$ cat src/rtl/piso_pkg.sv
// Shared types and defaults for the piso_shreg16b word-serial transmitter.
package piso_pkg;

  localparam int unsigned WIDTH_DEF = 16;
  localparam int unsigned DEPTH_DEF = 8;
  localparam int unsigned CNT_W     = $clog2(DEPTH_DEF);

  typedef enum logic {
    IDLE  = 1'b0,
    SHIFT = 1'b1
  } state_t;

endpackage

$ cat src/rtl/piso_frame_store.sv
// DEPTH x WIDTH frame storage; the lowest word is the last stage and drives the serial output.
module piso_frame_store #(
  parameter int unsigned WIDTH = 16,
  parameter int unsigned DEPTH = 8
) (
  input  logic                   clk,
  input  logic                   clear,
  input  logic                   load,
  input  logic                   shift,
  input  logic [DEPTH*WIDTH-1:0] frame,
  output logic [WIDTH-1:0]       head
);

  logic [DEPTH*WIDTH-1:0] mem;

  // Shifting toward the last stage fills with zeros, so the head reads 0 once the frame is drained.
  always_ff @(posedge clk) begin
    if (clear)
      mem <= '0;
    else if (load)
      mem <= frame;
    else if (shift)
      mem <= mem >> WIDTH;
  end

  assign head = mem[WIDTH-1:0];

endmodule

$ cat src/rtl/piso_shreg16b.sv
// Word-serial transmitter: parallel-loads a frame and emits it last-stage first under valid/ready.
// Optional Dout_last output is enabled by defining PISO_LAST_EN.
module piso_shreg16b
  import piso_pkg::*;
#(
  parameter int unsigned WIDTH = WIDTH_DEF,
  parameter int unsigned DEPTH = DEPTH_DEF
) (
  input  logic             Clock,
  input  logic             Reset,
  input  logic             Load,
  output logic             Load_ready,
  input  logic [WIDTH-1:0] A,
  input  logic [WIDTH-1:0] B,
  input  logic [WIDTH-1:0] C,
  input  logic [WIDTH-1:0] D,
  input  logic [WIDTH-1:0] E,
  input  logic [WIDTH-1:0] F,
  input  logic [WIDTH-1:0] G,
  input  logic [WIDTH-1:0] H,
  output logic [WIDTH-1:0] Dout,
  output logic             Dout_valid,
  input  logic             Dout_ready,
`ifdef PISO_LAST_EN
  output logic             Dout_last,
`endif
  output logic             Busy
);

  localparam int unsigned CW = (DEPTH > 1) ? $clog2(DEPTH) : 1;
  localparam logic [CW-1:0] LAST = CW'(DEPTH - 1);

  state_t                 state;
  logic                   valid;
  logic [CW-1:0]          cnt;
  logic                   last_xfer;
  logic                   load_acc;
  logic [8*WIDTH-1:0]     in_bus;
  logic [DEPTH*WIDTH-1:0] frame;

  // H sits in the lowest word so it is the first to reach the head of the store.
  assign in_bus = {A, B, C, D, E, F, G, H};

  generate
    if (DEPTH <= 8) begin : g_trim
      assign frame = in_bus[DEPTH*WIDTH-1:0];
    end else begin : g_pad
      assign frame = {{((DEPTH-8)*WIDTH){1'b0}}, in_bus};
    end
  endgenerate

  assign last_xfer  = valid & Dout_ready & (cnt == LAST);
  assign Load_ready = ~Reset & ((state == IDLE) | last_xfer);
  assign load_acc   = Load & Load_ready;

  always_ff @(posedge Clock) begin
    if (Reset) begin
      state <= IDLE;
      valid <= 1'b0;
      cnt   <= '0;
    end else begin
      case (state)
        IDLE: begin
          if (load_acc) begin
            state <= SHIFT;
            valid <= 1'b1;
            cnt   <= '0;
          end
        end
        SHIFT: begin
          if (valid & Dout_ready) begin
            if (cnt == LAST) begin
              cnt <= '0;
              if (!load_acc) begin
                state <= IDLE;
                valid <= 1'b0;
              end
            end else begin
              cnt <= cnt + 1'b1;
            end
          end
        end
        default: begin
          state <= IDLE;
          valid <= 1'b0;
          cnt   <= '0;
        end
      endcase
    end
  end

  piso_frame_store #(
    .WIDTH(WIDTH),
    .DEPTH(DEPTH)
  ) u_store (
    .clk   (Clock),
    .clear (Reset),
    .load  (load_acc),
    .shift (valid & Dout_ready),
    .frame (frame),
    .head  (Dout)
  );

  assign Dout_valid = valid;
  assign Busy       = valid;

`ifdef PISO_LAST_EN
  assign Dout_last = valid & (cnt == LAST);
`endif

endmodule
$ cat config.mk
export PLATFORM = sky130hd
export DESIGN_NAME = piso_shreg16b
export DESIGN_NICKNAME = d
export VERILOG_FILES = /design/src/rtl/piso_pkg.sv /design/src/rtl/piso_frame_store.sv /design/src/rtl/piso_shreg16b.sv
export SDC_FILE = /design/constraint.sdc
export NUM_CORES = 1
export LEC_CHECK = 0
export BUFFER_PORTS_ARGS = -buffer_cell sky130_fd_sc_hd__buf_4
export CORE_ASPECT_RATIO = 0.6
export CORE_MARGIN = 8
export CORE_UTILIZATION = 41
export DETAILED_ROUTE_END_ITERATION = 7
export GPL_ROUTABILITY_DRIVEN = 0
export SYNTH_ARGS = -nofsm -noshare
export SYNTH_HDL_FRONTEND = slang
export SYNTH_SLANG_ARGS = --single-unit
$ cat constraint.sdc
create_clock -name Clock -period 3.4 [get_ports Clock]
set_input_delay 0.51 -clock Clock [delete_from_list [all_inputs] [get_ports Clock]]
set_output_delay 0.51 -clock Clock [all_outputs]
set_load 0.03 [all_outputs]
==> results of run 1 <==
## final timing paths
kind                                       from                             to  slack [ns]  cells after the start
hold reg to reg   u_store.mem[116]$_SDFFE_PP0P_  u_store.mem[116]$_SDFFE_PP0P_        0.47                      2
setup / recovery            cnt[0]$_SDFFE_PP0P_   u_store.mem[62]$_SDFFE_PP0P_        1.06                      6
setup reg to reg            cnt[0]$_SDFFE_PP0P_   u_store.mem[62]$_SDFFE_PP0P_        1.06                      6
hold / removal                       Dout_ready              Busy$_SDFFE_PP0P_        0.36                      2
## synthesized netlist by cell type (all sizes together)
| cell | number |
|---|---|
| nand2 | 225 |
| dfxtp | 133 |
| a21oi | 131 |
| a311oi | 113 |
| buf | 73 |
| clkbuf | 29 |
| nand3 | 22 |
| o21ai | 16 |
| nor2 | 3 |
| ha | 2 |
| nor2b | 2 |
| a21boi | 1 |
| and2 | 1 |
| and4 | 1 |
| nand2b | 1 |
| nand4 | 1 |
| o21ba | 1 |
| or3 | 1 |
| or3b | 1 |
## layout make-up
| class | instances | area share (%) |
|---|---|---|
| clock inverters | 12 | 1.63 |
| well taps | 203 | 3.16 |
| multi-input cells | 522 | 41.2 |
| repair buffers | 160 | 15.4 |
| flip-flops and latches | 133 | 33.1 |
| clock buffers | 19 | 5.50 |
## sequential cells by signal, indices dropped and copies added, names as in the netlist
register,count
cnt,3
Busy,1
u_store.mem,128
state,1
## worst max-delay path: stages, from the launching register on
cell and delay [ns]:
dfxtp_1 0.32, ha_1 0.20, ha_1 0.23, and4_1 0.41, nor2_4 0.21, buf_12 0.51
a311oi_2 0.22
## per-layer routing
metal,up-vias,GRT usage (%)
met5,-,0
met4,0,6.14
met3,23,4.56
met2,203,27.2
met1,2828,27.1
li1,2880,-
## power groups by stage
stage	Combinational (W)	Clock [W]	Sequential [W]
2_1_floorplan	0.000443	0	0.00177
3_3_place_gp	0.000613	0	0.00179
3_5_place_dp	0.000626	0	0.00179
4_1_cts	0.000628	0.00181	0.00176
5_1_grt	0.000678	0.00190	0.00177
6_report	0.000625	0.00179	0.00176
## stage by stage
stage               hold slack [ns]  total power (W)  instance area [um2]  utilization, %
finish                        0.362          0.00418                 8050            51.9
global route                  0.337          0.00435                 8050            51.9
CTS                           0.340          0.00420                 8050            51.9
detailed placement            0.461          0.00241                 7470            48.2
global placement              0.462          0.00240                 7470            48.2
floorplan                     0.448          0.00221                 6570               -
## logic make-up after synthesis
family,count (synthesis),share of synthesized area (%)
AO/OA/AOI/OAI,262,34.1
AND/OR/NAND/NOR,258,15.6
flip-flops,133,40.5
buffers and inverters,102,9.33
adder cells (fa/ha/maj),2,0.381
==> summary.txt, run 1 <==
STATUS
------------------------------------------------------------------------------------------
Outcome ..................................................................... complete, no violations

SYNTH
------------------------------------------------------------------------------------------
Portion of synthesized cell area occupied by the leading cell type ..........        40.5%
Top cell type by total area after synthesis .................................      dfxtp_1
Synthesis Warnings ..........................................................            0
Register area share after synthesis .........................................        40.5%
Post-synthesis instance area ................................................  0.00657 mm2
Area contributors post-synth ................................................ dfxtp_1 41%, a311oi_2 18%, nand2_1 13%
Number of register bits inferred by synthesis ...............................          133
Number of nets produced by synthesis ........................................          891
Netlist cell types ..........................................................           24
Synth Instances .............................................................          757
Synth Area per Inst .........................................................     8.68 um2

STA
------------------------------------------------------------------------------------------
Max-Slew Margin vs Limit ....................................................        33.9%
Final slew viol count .......................................................            0
Hold violation total from the final report ..................................            0
Clock skew ..................................................................    0.0105 ns
Final period utilization ....................................................        68.7%
Total Neg Setup Slack .......................................................         0 ns
Final period demand of the worst path .......................................      2.34 ns
Highest clock rate ..........................................................      428 MHz
Setup repair after global routing missed its margin .........................           no
Worst-margin pin slew .......................................................     0.991 ns
Least setup slack across all paths after layout .............................      1.06 ns
Count of endpoints failing setup in the final report ........................            0

GRT
------------------------------------------------------------------------------------------
Number of antenna violations at the first check in global routing ...........            0
Largest net degree at the start of global routing ...........................          113
Global-route wire length before repair ......................................     31900 um
Grt ovf .....................................................................            0
Overall routing resource usage ..............................................        18.9%
Number of global-route vias before repair ...................................         6027

RUN
------------------------------------------------------------------------------------------
Maximum capacitance violations ..............................................            0

DRT
------------------------------------------------------------------------------------------
Routed metal-1 wire length ..................................................     10100 um
Met2 layer wire length in the routed design .................................      8250 um
Violation count after the first detailed-route iteration ....................          466
Residual DRC ................................................................            0
Via density per instance ....................................................         5.66
Top layer used by detailed routing ..........................................         met4
Routed met3 length ..........................................................      1140 um
Detailed Routing Iterations Pass 1 ..........................................            5
Vias ........................................................................         5934
Antenna Nets Post-Route .....................................................            0
Post-Route WL ...............................................................     19800 um
Routed length per placed instance ...........................................      18.9 um

CTS
------------------------------------------------------------------------------------------
Clock edge transition at the registers on the reported setup and hold paths .      0.06 ns
Number of gates given a new drive strength after cts ........................            0
CTS HTree Levels ............................................................            4
Number of buffers inserted to repair setup after CTS ........................            0
Clk Latency, worst-skew pair ................................................      0.41 ns
CTS tree ....................................................................         done
Root buf cell ...............................................................    clkbuf_16
Number of buffers created by CTS ............................................           17
CTS Hold Bufs ...............................................................            0
Longest Clk Path Bufs .......................................................            2
CTS sink cnt ................................................................          133

PWR
------------------------------------------------------------------------------------------
Leakage Power ...............................................................      2.90 nW
Net switching power .........................................................    0.00112 W
Power Density ...............................................................   519 mW/mm2
Sequential fraction of design power .........................................        42.1%
Sw frac .....................................................................        26.8%
Peak ir drop on the vdd network .............................................     0.326 mV
Share of power burned in combinational logic ................................        15.0%
Clock network fraction of total power .......................................        42.9%
Int Power ...................................................................    0.00306 W

FLOORPLANNING
------------------------------------------------------------------------------------------
I/O pin count ...............................................................          151
Number of standard-cell rows in the floorplan ...............................           35
Core region area ............................................................   0.0155 mm2
Die Y-Extent ................................................................       114 um
Starting Density ............................................................        42.4%
Die outline width ...........................................................       179 um
Area of the die .............................................................   0.0205 mm2

PLACE
------------------------------------------------------------------------------------------
Worst Setup Slack post-DPL ..................................................      1.12 ns
Hpwl dp .....................................................................     13300 um
Instance count after placement with tap cells included ......................         1018
Count of input and output buffers ...........................................          150

FINAL LAYOUT
------------------------------------------------------------------------------------------
Leading cell types in the layout, fill and taps excluded .................... 224 x nand2_1, 156 x buf_4, 133 x dfxtp_1
Synthesis-to-finish area growth .............................................        22.4%
Most common cell after layout, fill and taps aside ..........................      nand2_1
Layout cells sized above 1 ..................................................        32.5%
Number of diodes added for antenna fixing ...................................            0
Total area of multi-input combinational cells ...............................  0.00331 mm2
Layout filler cell count ....................................................         1472
Sequential Area .............................................................  0.00266 mm2
Final Non-Filler Cells ......................................................         1049
Number of nets in the final layout ..........................................          968

SETUP PATH
------------------------------------------------------------------------------------------
Crit end category ...........................................................    flip-flop
Biggest fanout along the worst timing path ..................................          112
Worst Setup Path Type ....................................................... flip-flop to flip-flop
Required time of the worst setup path .......................................      3.64 ns
Critical Path Start Type ....................................................    flip-flop
WP data arrival .............................................................      2.57 ns

WORST HOLD PATH
------------------------------------------------------------------------------------------
Class of the most critical hold timing path ................................. input port to flip-flop

Power figures use the tool's default switching activity.
==> run 2: changes to the inputs <==
Settings changed: ABC_AREA set to 1.
Clock period 3.4 ns to 2.31 ns, I/O delays scaled along.
==> run 2 against run 1 <==
Die area grew 4.2%. Clock skew grew 0.00064 ns. Cell count grew 33%. Sequential share of layout area shrank 2.3 points. Clock power grew 63%. Count of clock-buffer cells in the layout grew 1. Register-to-register slack lost 0.60 ns. Combinational power grew 66%. Final area grew 7.4%. Core utilization grew 0.97 points. Sequential cell count is the same. Total power grew 56%.
==> summary.txt, run 2 <==
CTS
------------------------------------------------------------------------------------------
Clk Latency, worst-skew pair ................................................      0.41 ns   about the same
Clock edge transition at the registers on the reported setup and hold paths .      0.06 ns   about the same
CTS tree ....................................................................         done   unchanged
Number of buffers inserted to repair setup after CTS ........................            0   unchanged
Longest Clk Path Bufs .......................................................            2   unchanged
CTS Hold Bufs ...............................................................            0   unchanged
CTS sink cnt ................................................................          133   unchanged
Number of gates given a new drive strength after cts ........................            0   unchanged
Root buf cell ...............................................................    clkbuf_16   unchanged
CTS HTree Levels ............................................................            4   unchanged
Number of buffers created by CTS ............................................           17   unchanged

DRT
------------------------------------------------------------------------------------------
Vias ........................................................................         7002   was 5934
Via density per instance ....................................................         5.03   was 5.66
Detailed Routing Iterations Pass 1 ..........................................            5   unchanged
Residual DRC ................................................................            0   unchanged
Antenna Nets Post-Route .....................................................            0   unchanged
Post-Route WL ...............................................................     21800 um   was 19800 um
Violation count after the first detailed-route iteration ....................          779   was 466
Routed length per placed instance ...........................................      15.7 um   was 18.9 um

GRT
------------------------------------------------------------------------------------------
Overall routing resource usage ..............................................        20.1%   was 18.9%
Number of antenna violations at the first check in global routing ...........            0   unchanged
Largest net degree at the start of global routing ...........................          122   was 113
Global-route wire length before repair ......................................     34700 um   was 31900 um
Number of global-route vias before repair ...................................         6541   was 6027
Grt ovf .....................................................................            0   unchanged

FINAL LAYOUT
------------------------------------------------------------------------------------------
Synthesis-to-finish area growth .............................................        25.6%   was 22.4%
Final Non-Filler Cells ......................................................         1391   was 1049
Number of diodes added for antenna fixing ...................................            0   unchanged
Registers with the most flip-flops .......................................... u_store.mem (128), cnt (3)   unchanged
Most common cell after layout, fill and taps aside ..........................      nand2_1   unchanged
Largest register FFs ........................................................          128   unchanged
Layout filler cell count ....................................................         1704   was 1472
Register with the highest flop count ........................................  u_store.mem   unchanged
Layout cells sized above 1 ..................................................        17.6%   was 32.5%
Number of nets in the final layout ..........................................         1284   was 968
Leading cell types in the layout, fill and taps excluded .................... 342 x nand2_1, 159 x buf_4, 150 x nand3_1   was 224 x nand2_1, 156 x buf_4, 133 x dfxtp_1

FLOORPLANNING
------------------------------------------------------------------------------------------
Die Y-Extent ................................................................       116 um   was 114 um
Core region area ............................................................   0.0164 mm2   was 0.0155 mm2
Die outline width ...........................................................       183 um   was 179 um
I/O pin count ...............................................................          151   unchanged
Number of standard-cell rows in the floorplan ...............................           36   was 35
Area of the die .............................................................   0.0213 mm2   was 0.0205 mm2
Starting Density ............................................................        42.1%   was 42.4%

STA
------------------------------------------------------------------------------------------
Hold violation total from the final report ..................................            0   unchanged
Max-Slew Margin vs Limit ....................................................        37.7%   was 33.9%
Clock skew ..................................................................    0.0111 ns   was 0.0105 ns
Highest clock rate ..........................................................      468 MHz
Final period demand of the worst path .......................................      2.14 ns
Total Neg Setup Slack .......................................................         0 ns   unchanged
Setup repair after global routing missed its margin .........................           no   unchanged
Worst-margin pin slew .......................................................     0.935 ns   was 0.991 ns
Final slew viol count .......................................................            0   unchanged
Count of endpoints failing setup in the final report ........................            0   unchanged
Final period utilization ....................................................        92.5%

SYNTH
------------------------------------------------------------------------------------------
Post-synthesis instance area ................................................  0.00688 mm2   was 0.00657 mm2
Number of nets produced by synthesis ........................................         1210   was 891
Main flop type after synthesis ..............................................      dfxtp_1   unchanged
Netlist cell types ..........................................................           18   was 24
Adder and majority cell fraction of the synthesized area ....................       0.364%   was 0.381%
Share of synthesized area spent on multiplexers .............................           0%   unchanged
Portion of synthesized cell area occupied by the leading cell type ..........        38.7%   was 40.5%
Register area share after synthesis .........................................        38.7%   was 40.5%
Dominant cell by count in the synthesized netlist ...........................      nand2_1   unchanged
Number of synthesized flops with an enable pin ..............................            0   unchanged
Synthesis Warnings ..........................................................            0   unchanged
Synth Instances .............................................................         1076   was 757
Post-synthesis simple-gate area fraction ....................................        40.9%   was 15.6%
Asr flop ratio synth ........................................................           0%   unchanged
Number of register bits inferred by synthesis ...............................          133   unchanged
Synth Area per Inst .........................................................     6.40 um2   was 8.68 um2
Top cell type by total area after synthesis .................................      dfxtp_1   unchanged
Dominant combinational cell family by area after synthesis .................. simple AND/OR/NAND/NOR gates   was compound AO/OA/AOI/OAI gates
Area contributors post-synth ................................................ dfxtp_1 39%, nand2_1 19%, nand3_1 11%   was dfxtp_1 41%, a311oi_2 18%, nand2_1 13%
Xor/xnor cell area share of the yosys netlist ...............................           0%   unchanged
Compound-Gate Fraction of Synth Area ........................................        7.54%   was 34.1%
Most used standard cells in the synthesized netlist ......................... 344 x nand2_1, 150 x nand3_1, 133 x dfxtp_1, 99 x a21oi_1, 83 x inv_1   was 225 x nand2_1, 133 x dfxtp_1, 131 x a21oi_1, 80 x a311oi_2, 33 x a311oi_1

SETUP PATH
------------------------------------------------------------------------------------------
Critical register-to-register path startpoint ............................... cnt[0]$_SDFFE_PP0P_   unchanged
Library cell contributing the largest single delay on the critical path .....      a21oi_2   was buf_12
Worst Setup Path Type ....................................................... flip-flop to output port   was flip-flop to flip-flop
Critical Path Start Type ....................................................    flip-flop   unchanged
Cell-by-cell trace of the critical path ..................................... ha_1, ha_1, nand3_1, a21oi_2, buf_4   was ha_1, ha_1, and4_1, nor2_4, buf_12, a311oi_2
Biggest fanout along the worst timing path ..................................            6   was 112
Required time of the worst setup path .......................................      1.96 ns   was 3.64 ns
WP data arrival .............................................................      1.79 ns   was 2.57 ns
Crit end category ...........................................................  output port   was flip-flop
CP startpoint ............................................................... cnt[0]$_SDFFE_PP0P_   unchanged
Worst path most repeated cell ...............................................         ha_1   unchanged
Crit path largest cell delay ................................................      0.37 ns   was 0.51 ns

RUN
------------------------------------------------------------------------------------------
Maximum capacitance violations ..............................................            0   unchanged

WORST HOLD PATH
------------------------------------------------------------------------------------------
HP Start ....................................................................         H[9]   was Dout_ready
Class of the most critical hold timing path ................................. input port to flip-flop   unchanged

PWR
------------------------------------------------------------------------------------------
Peak ir drop on the vdd network .............................................     0.420 mV   was 0.326 mV
Power Density ...............................................................   756 mW/mm2   was 519 mW/mm2
Post-layout total power .....................................................    0.00654 W   was 0.00418 W
Leakage Power ...............................................................      4.16 nW   was 2.90 nW

PLACE
------------------------------------------------------------------------------------------
Instance count after placement with tap cells included ......................         1359   was 1018
Count of input and output buffers ...........................................          150   unchanged
Hpwl dp .....................................................................     14500 um   was 13300 um

STATUS
------------------------------------------------------------------------------------------
Outcome ..................................................................... complete, no violations   unchanged

[run 2: logic make-up (layout without fill, tap and decap cells)]
group	Yosys count	count (layout)
adders and majority gates	2	2
AOI/OAI and AO/OA	102	102
and+or+nand+nor	641	641
DFF	133	133
buffers and inverters	198	285
[run 2: area by class of cell]
class / count / area [um2] / area share (%)
clock inverters: 12 / 178 / 2.05
clock buffers: 20 / 457 / 5.28
flip-flops and latches: 133 / 2660 / 30.8
well taps: 228 / 285 / 3.30
inverters: 85 / 322 / 3.72
multi-input cells: 745 / 3370 / 39.0
repair buffers: 168 / 1370 / 15.9
[run 2: layer usage]
layer | vias up | track usage (%) | share of wire [%]
met1 | 3160 | 31.1 | 53
met2 | 204 | 27.6 | 40
met3 | 5 | 4.13 | 6.6
li1 | 3633 | - | -
met4 | 0 | 4.10 | 0.44
met5 | - | 0 | 0
[run 2: path summary, 6_finish.rpt]
kind | end | slack [ns] | cells past startpoint
setup reg to reg | u_store.mem[70]$_SDFFE_PP0P_ | 0.46 | 9
setup / recovery | Load_ready | 0.17 | 5
hold reg to reg | u_store.mem[45]$_SDFFE_PP0P_ | 0.48 | 2
hold / removal | u_store.mem[9]$_SDFFE_PP0P_ | 0.15 | 3
[run 2: where the power goes]
part	internal [W]	switching [W]	leakage, nW
combinational	0.000427	0.000608	2.77
clock	0.00186	0.00105	0.298
sequential	0.00247	0.000114	1.09
[run 2: worst max-delay path: cells and delay by family, from the launching register on]
family	cells	cell delay, ns
AOI/OAI and AO/OA	1	0.37
DFF	1	0.34
adders and majority gates	2	0.30
buffers and inverters	1	0.24
and+or+nand+nor	1	0.13
[run 2: stage by stage]
step / util (%) / setup WS (ns) / hold WS (ns) / instance area [um2]
3_3_place_gp: 49.0 / 0.466 / 0.468 / 8010
6_report: 52.9 / 0.174 / 0.154 / 8650
3_5_place_dp: 49.0 / 0.459 / 0.474 / 8010
4_1_cts: 52.9 / 0.142 / 0.147 / 8650
5_1_grt: 52.9 / 0.0847 / 0.149 / 8650
2_1_floorplan: - / 0.671 / 0.457 / 6880
